--- src/rtl/inv_mixcolumns_addkey_serial_if.sv ---
// inv_mixcolumns_addkey_serial_if: input/output handshake bundle for the inverse mix+key layer
interface inv_mixcolumns_addkey_serial_if;
    logic         in_valid;
    logic         in_ready;
    logic [127:0] in_state;
    logic [127:0] in_key;
    logic         out_valid;
    logic         out_ready;
    logic [127:0] out_state;
    modport master (
        output in_valid, in_state, in_key, out_ready,
        input  in_ready, out_valid, out_state
    );
    modport slave (
        input  in_valid, in_state, in_key, out_ready,
        output in_ready, out_valid, out_state
    );
endinterface

--- src/rtl/inv_mixcolumns_addkey_serial.sv ---
// inv_mixcolumns_addkey_serial: strips the round key, then applies the involutory column mix a few columns per cycle
module inv_mixcolumns_addkey_serial #(
    parameter int COLS_PER_CYCLE = 2
) (
    input logic                           clk,
    input logic                           rst,
    inv_mixcolumns_addkey_serial_if.slave bus
);
    localparam int N_STEPS = 8 / COLS_PER_CYCLE;
    localparam int SW = N_STEPS > 1 ? $clog2(N_STEPS) : 1;

    if (COLS_PER_CYCLE != 1 && COLS_PER_CYCLE != 2 && COLS_PER_CYCLE != 4 && COLS_PER_CYCLE != 8) begin : g_bad_cols
        $error("COLS_PER_CYCLE must be 1, 2, 4 or 8");
    end

    typedef enum logic [1:0] {IDLE, BUSY, DONE} state_t;

    state_t          state, state_d;
    logic [SW-1:0]   step;
    logic [127:0]    work, result, mixed, sel;

    // each output nibble is the XOR of the other three nibbles in its column
    always_comb begin
        mixed = '0;
        sel = '0;
        for (int c = 0; c < 8; c++) begin
            for (int r = 0; r < 4; r++) begin
                mixed[4*(8*r+c) +: 4] = work[4*c +: 4] ^ work[4*(8+c) +: 4] ^ work[4*(16+c) +: 4]
                                      ^ work[4*(24+c) +: 4] ^ work[4*(8*r+c) +: 4];
                sel[4*(8*r+c) +: 4] = {4{c / COLS_PER_CYCLE == int'(step)}};
            end
        end
    end

    always_comb begin
        state_d = state;
        if (state == IDLE && bus.in_valid) state_d = BUSY;
        if (state == BUSY && step == SW'(N_STEPS - 1)) state_d = DONE;
        if (state == DONE && bus.out_ready) state_d = IDLE;
    end

    always_ff @(posedge clk) begin
        if (rst) begin
            state  <= IDLE;
            step   <= '0;
            work   <= '0;
            result <= '0;
        end else begin
            state <= state_d;
            if (state == IDLE && bus.in_valid) begin
                work   <= bus.in_state ^ bus.in_key;
                result <= '0;
                step   <= '0;
            end else if (state == BUSY) begin
                result <= (result & ~sel) | (mixed & sel);
                step   <= step + 1'b1;
            end
        end
    end

    assign bus.in_ready  = state == IDLE;
    assign bus.out_valid = state == DONE;
    assign bus.out_state = result;
endmodule
--- src/flat_wrapper.sv ---
// flat-port wrapper written by rule: the top's interface ports become plain ports
module inv_mixcolumns_addkey_serial_flat 
#(
    parameter int COLS_PER_CYCLE = 2
)
  (clk, rst, bus_in_valid, bus_in_state, bus_in_key, bus_out_ready, bus_in_ready, bus_out_valid, bus_out_state);
  inv_mixcolumns_addkey_serial_if bus_i ();
  input logic clk;
  input logic rst;
  input wire logic [$bits(bus_i.in_valid)-1:0] bus_in_valid;
  input wire logic [$bits(bus_i.in_state)-1:0] bus_in_state;
  input wire logic [$bits(bus_i.in_key)-1:0] bus_in_key;
  input wire logic [$bits(bus_i.out_ready)-1:0] bus_out_ready;
  output wire logic [$bits(bus_i.in_ready)-1:0] bus_in_ready;
  output wire logic [$bits(bus_i.out_valid)-1:0] bus_out_valid;
  output wire logic [$bits(bus_i.out_state)-1:0] bus_out_state;
  assign bus_i.in_valid = bus_in_valid;
  assign bus_i.in_state = bus_in_state;
  assign bus_i.in_key = bus_in_key;
  assign bus_i.out_ready = bus_out_ready;
  assign bus_in_ready = bus_i.in_ready;
  assign bus_out_valid = bus_i.out_valid;
  assign bus_out_state = bus_i.out_state;
  inv_mixcolumns_addkey_serial #(.COLS_PER_CYCLE(COLS_PER_CYCLE)) u_core (.clk(clk), .rst(rst), .bus(bus_i));
endmodule
--- config.mk ---
export PLATFORM = sky130hd
export DESIGN_NAME = inv_mixcolumns_addkey_serial_flat
export DESIGN_NICKNAME = d
export VERILOG_FILES = /design/src/rtl/inv_mixcolumns_addkey_serial_if.sv /design/src/rtl/inv_mixcolumns_addkey_serial.sv /design/src/flat_wrapper.sv
export SDC_FILE = /design/constraint.sdc
export NUM_CORES = 1
export LEC_CHECK = 0
export ABC_AREA = 0
export BUFFER_PORTS_ARGS = -buffer_cell sky130_fd_sc_hd__buf_2
export CORE_ASPECT_RATIO = 0.5
export CORE_UTILIZATION = 24
export CTS_CLUSTER_DIAMETER = 40
export DETAILED_ROUTE_END_ITERATION = 8
export GPL_TIMING_DRIVEN = 0
export PLACE_DENSITY = 0.55
export SKIP_CTS_REPAIR_TIMING = 1
export SLEW_MARGIN = 20
export SYNTH_ARGS = -nofsm -noshare
export SYNTH_HDL_FRONTEND = slang
export SYNTH_SLANG_ARGS = --single-unit
--- constraint.sdc ---
create_clock -name clk -period 3.4 [get_ports clk]
set_input_delay 0.68 -clock clk [delete_from_list [all_inputs] [get_ports clk]]
set_output_delay 0.68 -clock clk [all_outputs]
set_load 0.05 [all_outputs]
After elaboration in Yosys (flattened, before gate mapping). Index checks and enable logic that the tools add are counted.

Output and inout port bits: 130. Register bits after elaboration: 260. Logic and storage cells: 84.

Add/sub/neg operators: 1. Bitwise gates (word level): 61. Multiplexer cells: 2. Equality and inequality tests: 6. Reduce and logical (&&, ||, !) cells: 9.

Operators by type and width (number): 128-bit AND (2); 4-bit bitwise XOR (56); 128-bit NOT (1); 128-bit OR (1); 128-bit bitwise XOR (1); 2-bit == test, first input constant (2); 2-bit == test, second input constant (2); 2-bit zero test (2); 2-bit two-way mux (2); 2-bit OR reduction (2); 1-bit logical AND (3); 3-bit OR reduction (1); 2-bit by 1-bit adder with 2-bit output, second input constant (1); 1-bit by 2-bit == test with 1-bit output, first input constant (1); 2-bit by 1-bit == test with 1-bit output, second input constant (1); 2-bit nonzero test (1).

Longest topological paths before layout. Gate-level depths: netlist (run 1).

Depth after elaboration: 6. Mapped depth: 6. Depth with buffers taken out: 5.

Worst setup path after synthesis (run 1). Ideal clock, no wire load.

Path type: register to output. From: register u_core.state[1]. To: output bus_out_valid. Arrival: 1.262 ns. Cell stages (with the launch flop): 3. Data required time: 2.720 ns. Buffers on the path: 0. Setup slack: 1.458 ns. Path through: dfxtp_1 > inv_2 > nor2_1.

Cells in the longest elaborated chain, start to end: 1.

Ends and longest elaborated chain: from (decl) (RTL line inv_mixcolumns_addkey_serial.sv:18) `state_t state, state_d;`; from (signal assigned) (RTL line inv_mixcolumns_addkey_serial.sv:49) `state <= state_d;`; 2-bit == test (RTL line inv_mixcolumns_addkey_serial.sv:62) `assign bus.out_valid = state == DONE;`; to (decl) (RTL line flat_wrapper.sv:15) `output wire logic [$bits(bus_i.out_valid)-1:0] bus_out_valid;`.

Every way passes these cells.

Worst setup path in the final report (run 1). Same ends and word-level chain as after synthesis.

==> metrics.csv, run 1 <==
stage,metric,value,unit
cts,clock net sink count,260,
cts,Clock transition at path regs,0.06,ns
route,metal2 WL,19000,microns
sta,fmax,444,MHz
route,vias after detailed routing,8392,
yosys,Simple-Gate Fraction of Synth Area,0.885,%
worst_setup_path,"Max FO, Critical Path",7,
route,First-pass DRT Iterations,5,
yosys,post-synthesis mux area share,0.533,%
yosys,Synthesis Warnings,0,
cts,Worst-Skew Late Latency,0.51,ns
yosys,sequential area share after synthesis,47.2,%
route,DR WL met3,856,microns
global_routing,vias in the first global route,8361,
flow_run,max cap viols,0,
yosys,Post-synth EDFFs,0,
cells_and_area,area grow syn2layout,35.3,%
yosys,"Async S/R FF share, synth",0,%
die,# IOs,390,
sta,Final min period,2.25,ns
worst_hold_path,worst hold path class,in2reg,
route,routed wire length,35300,microns
route,max layer used,met4,
die,DIE HEIGHT,154,microns
yosys,Unique masters post-synth,29,
route,DR vias/cell,4.24,
worst_setup_path,RR Startpoint,u_core.step[1]$_SDFFE_PP0N_,
worst_setup_path,CP Class,reg2out,
cells_and_area,number of diodes,0,
sta,Least-Margin Pin Slew,0.381,ns
worst_setup_path,Startpoint Class,register,
global_routing,GRT overflow,0,
cts,CTS H-tree depth,2,
yosys,XOR/XNOR Fraction of Synth Area,25.5,%
cts,Num CTS Buffers,35,
pwr,Design Power,8.43,mW
global_routing,Global Route Usage Sum,14.5,%
yosys,Mean Syn Cell Area,11.9,sq um
yosys,Seq cells post-synth,260,
sta,period utilization,66.2,%
sta,Final TNS setup,0,ns
sta,Fin. Hold Viols,0,
sta,final setup fails,0,
yosys,synthesized instance count,929,
yosys,largest cells by area after synthesis,"dfxtp_1, a22o_1, xnor2_1",
route,routed metal-1 wire length,14500,microns
die,Initial Util,24.4,%
route,Post-DRT Antenna Nets,0,
global_routing,largest net degree at the start of global routing,14,
yosys,Synth Net Count,1193,
global_routing,initial antenna violation count,0,
die,Die X,305,microns
worst_setup_path,CP startpoint,u_core.state[1]$_SDFFE_PP0P_,
pwr,Power per Cell Area,565,nW/um^2
global_routing,first-pass GRT wire length,51600,microns
worst_setup_path,r2r setup slk,1.66,ns
pwr,peak supply drop,0.000260,V
sta,clk_skew,0.0124,ns
yosys,synthesized cell area,11000,sq um
place,GP Congestion,0.785,
sta,relative slew slack,74.6,%
yosys,Main synth FF type,dfxtp_1,
yosys,area share of the largest cell type after synthesis,47.2,%
die,Core ar.,45300,sq um
route,drt initial violations,319,
yosys,Post-Synth Adder-Cell Area,0.454,%
worst_setup_path,crit end category,output pin,
cts,Root Buffer,clkbuf_16,
cts,clock buffer depth,3,
worst_setup_path,critical path required time,2.72,ns
die,die area,46900,sq um
cts,TritonCTS clock tree,built,
yosys,most common cell in the netlist,dfxtp_1,
yosys,Post-synth top cells,"dfxtp_1, a22o_1, xnor2_1, xor2_1, buf_6",
sta,RSZ-0062 raised after global routing,no,
yosys,Synth Area in Compound Gates,21.0,%
cells_and_area,nets@finish,1619,
cells_and_area,share of layout cells above drive strength 1,37.3,%
pwr,Leakage,6.62,nW
place,port bufs,389,
status,status,completed,
worst_setup_path,CP endpoint,bus_out_valid,
worst_setup_path,Critical Path AT,1.57,ns
worst_setup_path,worst-case reg-to-reg path depth,6,
route,DRC viols,0,
yosys,"area leader, netlist",dfxtp_1,
die,# rows,55,
yosys,main combinational cell family by area after synthesis,XOR/XNOR gates,
sta,Final Max Slew Viols,0,
cells_and_area,Util after Layout,33.0,%
place,HPWL after detailed placement,26600,microns
route,Avg WL per Cell,17.9,microns
power by group:
part / total, mW / switching (mW) / internal [mW]
Combinational: 1.30 / 0.682 / 0.615
Clock: 3.79 / 1.43 / 2.35
Sequential: 3.35 / 0.150 / 3.20
Total: 8.43 / 2.27 / 6.16
critical path, cell delays in order (launching register included):
cell and delay [ns]:
dfxtp_1 0.50, inv_2 0.18, nor2_1 0.11, buf_2 0.29
worst min-delay path by stage:
| stage | startpoint | to | slack, ns | cells past startpoint |
|---|---|---|---|---|
| after floorplan | u_core.work[100]$_SDFFE_PP0P_ | u_core.work[100]$_SDFFE_PP0P_ | 0.52 | 1 |
| after global placement | register | register | 0.46 | 1 |
| after detailed placement | register | register | 0.46 | 1 |
| after CTS | bus_out_ready | u_core.state[1]$_SDFFE_PP0P_ | 0.43 | 3 |
| after global routing | bus_out_ready | u_core.state[1]$_SDFFE_PP0P_ | 0.45 | 3 |
| final | bus_out_ready | u_core.state[1]$_SDFFE_PP0P_ | 0.45 | 3 |
cells in the final DEF, fill, tap and decap left out, types with 4 or more instances in the layout:
cell type  instances
dfxtp_1          260
xor2_1           128
buf_4             21
inv_6              5
xnor2_1          193
buf_6             22
ha_1               4
clkbuf_1           4
clkinv_4           4
bufinv_16          4
clkbuf_16         37
a22o_1           256
buf_2            402
stage by stage:
stage / area [sq um] / setup slack, ns / hold WS [ns] / cells
after global routing: 14900 / 1.07 / 0.446 / 1977
after detailed placement: 13700 / 1.39 / 0.458 / 1916
final: 14900 / 1.15 / 0.448 / 1977
after floorplan: 11000 / 1.46 / 0.516 / 929
after CTS: 14900 / 1.10 / 0.427 / 1977
after global placement: 13700 / 1.40 / 0.457 / 1916
layer usage:
metal | global-route usage, % | vias up
li1 | - | 4180
met1 | 16.9 | 4028
met2 | 27.7 | 128
met3 | 1.56 | 56
met4 | 4.64 | 0
met5 | 0 | -
logic make-up (layout without fill, tap and decap cells):
logic type               Yosys count  after routing
AO/OA/AOI/OAI                    264            264
XOR/XNOR                         321            321
adder cells (fa/ha/maj)            4              4
buffers and inverters             61            511
flip-flops                       260            260
multiplexers                       5              5
AND/OR/NAND/NOR                   14             14
layout make-up:
class                           instances  area (sq um)
Fill cell                            4624         30400
Buffer                                 58           479
Tap cell                              598           748
Inverter                                3          11.3
Sequential cell                       260          5200
Clock inverter                         19           236
Timing Repair Buffer                  389          1950
Multi-Input combinational cell        608          5330
Clock buffer                           42           965
No activity file was read; power rests on OpenSTA's default activity.
==> inputs of run 2 (changes only) <==
--- a/config.mk
+++ b/config.mk
@@ -12,7 +12,7 @@
 export CTS_CLUSTER_DIAMETER = 40
 export DETAILED_ROUTE_END_ITERATION = 8
 export GPL_TIMING_DRIVEN = 0
-export PLACE_DENSITY = 0.55
+export PLACE_DENSITY = 0.57
 export SKIP_CTS_REPAIR_TIMING = 1
 export SLEW_MARGIN = 20
 export SYNTH_ARGS = -nofsm -noshare
==> constraint.sdc (replaced) <==
create_clock -name clk -period 1.9 [get_ports clk]
set_input_delay 0.38 -clock clk [delete_from_list [all_inputs] [get_ports clk]]
set_output_delay 0.38 -clock clk [all_outputs]
set_load 0.05 [all_outputs]
==> metrics.csv, run 2 (synthesized netlist as in run 1, its figures left out) <==
stage,metric,value,unit,change
worst_setup_path,"Max FO, Critical Path",7,,unchanged
route,Avg WL per Cell,17.7,microns,-0.83%
cells_and_area,"commonest non-fill, non-tap cells in the layout","buf_2, dfxtp_1, a22o_1, xnor2_1, xor2_1",,
sta,Final Max Slew Viols,0,,unchanged
worst_setup_path,Startpoint Class,register,,
worst_setup_path,crit end category,output pin,,
die,# rows,55,,unchanged
global_routing,largest net degree at the start of global routing,15,,+1
route,Post-DRT Antenna Nets,0,,unchanged
global_routing,vias in the first global route,8552,,+2.3%
die,# IOs,390,,unchanged
global_routing,first-pass GRT wire length,52000,microns,+0.63%
cts,clock buffer depth,3,,unchanged
pwr,Power per Cell Area,1000,nW/um^2,+77%
sta,fmax,549,MHz,
worst_setup_path,r2r setup slk,0.16,ns,-1.50 ns
worst_setup_path,Critical Path AT,1.44,ns,-0.13 ns
place,GP Congestion,0.792,,+0.88%
worst_setup_path,CP Class,reg2out,,
cells_and_area,"Cell Count, Final, Fillers Out",1979,,+0.10%
status,status,completed,,
sta,period utilization,95.9,%,
die,die area,46900,sq um,unchanged
sta,Hold WS,0.133,ns,-0.315 ns
route,drt initial violations,361,,+13%
place,HPWL after detailed placement,26400,microns,-0.85%
sta,final setup fails,0,,unchanged
pwr,Design Power,14.9,mW,+77%
route,vias after detailed routing,8440,,+0.57%
die,Initial Util,24.4,%,unchanged
route,DRC viols,0,,unchanged
cells_and_area,"most common cell after layout, fill and taps aside",buf_2,,
sta,Least-Margin Pin Slew,0.384,ns,+0.00327 ns
cts,clock net sink count,260,,unchanged
worst_setup_path,critical path required time,1.52,ns,-1.20 ns
cells_and_area,# fillers,4614,,-0.22%
cts,CTS H-tree depth,2,,unchanged
die,Die X,305,microns,unchanged
flow_run,max cap viols,0,,unchanged
die,Core ar.,45300,sq um,unchanged
route,First-pass DRT Iterations,4,,-1
cts,TritonCTS clock tree,built,,
cts,Root Buffer,clkbuf_16,,
route,routed wire length,35000,microns,-0.73%
cells_and_area,area grow syn2layout,35.1,%,
cts,Worst-Skew Late Latency,0.52,ns,about the same
global_routing,Global Route Usage Sum,14.5,%,+0.018 points
pwr,Leakage,6.61,nW,-0.12%
place,port bufs,389,,unchanged
cts,Clock transition at path regs,0.06,ns,about the same
global_routing,GRT overflow,0,,unchanged
sta,RSZ-0062 raised after global routing,no,,
cells_and_area,Util after Layout,32.9,%,-0.052 points
sta,clk_skew,0.0168,ns,+0.00442 ns
cells_and_area,nets@finish,1619,,unchanged
cells_and_area,share of layout cells above drive strength 1,37.7,%,+0.31 points
cts,Num CTS Buffers,35,,unchanged
route,DR vias/cell,4.26,,+0.47%
place,placed cells,1916,,unchanged
pwr,peak supply drop,0.000445,V,+71%
sta,Final min period,1.82,ns,
worst_hold_path,worst hold path class,in2reg,,
die,DIE HEIGHT,154,microns,unchanged
sta,Fin. Hold Viols,0,,unchanged
cells_and_area,number of diodes,0,,unchanged
global_routing,initial antenna violation count,0,,unchanged
sta,relative slew slack,74.4,%,-0.22 points
-- run 2: layout make-up --
cell class,instances,area [sq um],area share (%)
repair buffers,389,1950,13.1
inverters,3,11.3,0.0756
clock buffers,40,957,6.42
multi-input cells,608,5330,35.8
clock inverters,23,219,1.47
flip-flops and latches,260,5210,34.9
plain buffers,58,479,3.22
well taps,598,748,5.02
-- run 2: power by group --
part	internal (mW)	switching [mW]	leakage (nW)
Sequential	5.72	0.268	2.12
Combinational	1.10	1.21	3.92
Clock	3.96	2.63	0.574
Total	10.8	4.11	6.61
-- run 2: worst paths after layout --
check | start | endpoint | cells after the start
worst min register to register | register | register | 1
worst min-delay path | bus_out_ready | u_core.state[1]$_SDFFE_PP0P_ | 3
worst max register to register | u_core.step[1]$_SDFFE_PP0N_ | register | 6
worst max-delay path | u_core.state[1]$_SDFFE_PP0P_ | bus_out_valid | 3
-- run 2: layer usage --
layer,up-vias,track usage [%],wire length (microns)
met4,0,4.93,1080
met3,61,1.60,937
met2,142,27.9,19100
met5,-,0,0
met1,4063,16.7,13900
li1,4174,-,-
-- run 2: critical path, stage by stage, from the launching register on --
cell and delay [ns]:
dfxtp_2 0.42, inv_2 0.13, nor2_1 0.10, buf_2 0.30
-- run 2: through the flow --
step	cell area (sq um)	TNS, ns	worst slack [ns]
floorplan	11000	0	0.258
global placement	13700	0	0.186
detailed placement	13700	0	0.180
CTS	14900	-0.0721	-0.0721
global route	14900	0	0.0286
finish	14900	0	0.0782
==> inputs of run 3 (changes only) <==
--- a/config.mk
+++ b/config.mk
@@ -13,6 +13,7 @@
 export DETAILED_ROUTE_END_ITERATION = 8
 export GPL_TIMING_DRIVEN = 0
 export PLACE_DENSITY = 0.57
+export RECOVER_POWER = 50
 export SKIP_CTS_REPAIR_TIMING = 1
 export SLEW_MARGIN = 20
 export SYNTH_ARGS = -nofsm -noshare
==> metrics.csv, run 3 (synthesized netlist as in run 1, its figures left out) <==
stage,metric,value,unit,change
status,status,completed,,
sta,clk_skew,0.0163,ns,-0.000497 ns
sta,final setup fails,0,,unchanged
global_routing,first-pass GRT wire length,52000,microns,unchanged
sta,Least-Margin Pin Slew,0.701,ns,+0.317 ns
place,HPWL after detailed placement,26400,microns,unchanged
global_routing,GRT overflow,0,,unchanged
route,routed wire length,35100,microns,+0.21%
route,DRC viols,0,,unchanged
sta,Final min period,1.81,ns,-0.0104 ns
global_routing,largest net degree at the start of global routing,15,,unchanged
cells_and_area,"most common cell after layout, fill and taps aside",buf_2,,
die,DIE HEIGHT,154,microns,unchanged
flow_run,max cap viols,0,,unchanged
cells_and_area,share of layout cells above drive strength 1,30.2,%,-7.5 points
die,Die X,305,microns,unchanged
die,Initial Util,24.4,%,unchanged
pwr,peak supply drop,0.000446,V,+0.41%
cells_and_area,nets@finish,1619,,unchanged
pwr,Power per Cell Area,1010,nW/um^2,+0.95%
sta,RSZ-0062 raised after global routing,no,,
place,port bufs,389,,unchanged
worst_setup_path,Startpoint Class,register,,
cts,Num CTS Buffers,35,,unchanged
pwr,Leakage,6.13,nW,-7.2%
worst_setup_path,Critical Path AT,1.43,ns,about the same
cts,Worst-Skew Late Latency,0.51,ns,about the same
sta,period utilization,95.3,%,-0.55 points
cts,CTS H-tree depth,2,,unchanged
place,GP Congestion,0.792,,unchanged
worst_setup_path,"Max FO, Critical Path",7,,unchanged
worst_hold_path,worst hold path class,in2reg,,
route,Avg WL per Cell,17.7,microns,+0.21%
cts,clock buffer depth,3,,unchanged
route,Post-DRT Antenna Nets,0,,unchanged
sta,fmax,552,MHz,+0.57%
worst_setup_path,CP Class,reg2out,,
worst_setup_path,critical path required time,1.52,ns,about the same
sta,Fin. Hold Viols,0,,unchanged
route,vias after detailed routing,8444,,+0.047%
cells_and_area,number of diodes,0,,unchanged
cts,clock net sink count,260,,unchanged
cells_and_area,# fillers,4640,,+0.56%
cells_and_area,"commonest non-fill, non-tap cells in the layout","buf_2, dfxtp_1, a22o_1, xnor2_1, xor2_1",,
worst_setup_path,crit end category,output pin,,
cells_and_area,final instance area,14700,sq um,-1.1%
cts,Root Buffer,clkbuf_16,,
die,Core ar.,45300,sq um,unchanged
pwr,Design Power,14.9,mW,-0.14%
sta,relative slew slack,53.5,%,-21 points
global_routing,initial antenna violation count,0,,unchanged
cells_and_area,area grow syn2layout,33.7,%,
place,placed instance area,13700,sq um,unchanged
route,drt initial violations,296,,-18%
global_routing,Global Route Usage Sum,14.5,%,unchanged
die,die area,46900,sq um,unchanged
cts,Clock transition at path regs,0.06,ns,about the same
global_routing,vias in the first global route,8552,,unchanged
die,# rows,55,,unchanged
die,# IOs,390,,unchanged
cts,TritonCTS clock tree,built,,
route,DR vias/cell,4.27,,about the same
route,First-pass DRT Iterations,4,,unchanged
cells_and_area,Util after Layout,32.6,%,-0.35 points
sta,Final Max Slew Viols,0,,unchanged
run 3: cell types whose count changed in the layout (fill, tap and decap cells not counted):
| cell | delta |
|---|---|
| a21oi_2 | +1 |
| a21oi_4 | -1 |
| buf_1 | +2 |
| buf_2 | -129 |
| buf_4 | -10 |
| clkbuf_1 | +100 |
| clkbuf_2 | +37 |
| mux2_1 | +1 |
| mux2_2 | -1 |
run 3: routing by layer:
metal	routed length (microns)	GRT usage (%)	vias to the layer above	share of wire (%)
met2	19100	27.9	137	54
met3	889	1.60	61	2.5
li1	-	-	4179	-
met4	1060	4.93	0	3.0
met5	0	0	-	0
met1	14100	16.7	4067	40
run 3: metrics by stage:
stage	hold WS [ns]	std cells	setup slack [ns]	TNS [ns]
2_1_floorplan	0.516	929	0.258	0
6_report	0.133	1979	0.0886	0
4_1_cts	0.127	1979	-0.0721	-0.0721
3_3_place_gp	0.458	1916	0.186	0
5_1_grt	0.156	1979	0.0396	0
3_5_place_dp	0.458	1916	0.180	0
run 3: layout make-up:
type	count	area [sq um]	share of cell area, %
clock buffers	40	957	6.49
multi-input cells	608	5330	36.1
clock inverters	23	219	1.49
flip-flops and latches	260	5210	35.3
inverters	3	11.3	0.0764
plain buffers	58	454	3.08
repair buffers	389	1820	12.3
well taps	598	748	5.08
run 3: power by group:
group          total [mW]  internal, mW  switching [mW]
Combinational        2.29          1.08            1.21
Clock                6.60          3.96            2.63
Sequential           5.99          5.72           0.271
run 3: worst paths after layout:
check / cells after the start / slack, ns / start / end
worst min register to register: 1 / 0.47 / register / register
worst max-delay path: 3 / 0.09 / u_core.state[1]$_SDFFE_PP0P_ / bus_out_valid
worst min-delay path: 3 / 0.13 / bus_out_ready / u_core.state[1]$_SDFFE_PP0P_
worst max register to register: 6 / 0.16 / u_core.step[1]$_SDFFE_PP0N_ / register
run 3: worst max-delay path: stages, from the launching register on:
cell     delay [ns]
dfxtp_2        0.42
inv_2          0.12
nor2_1         0.09
buf_2          0.30
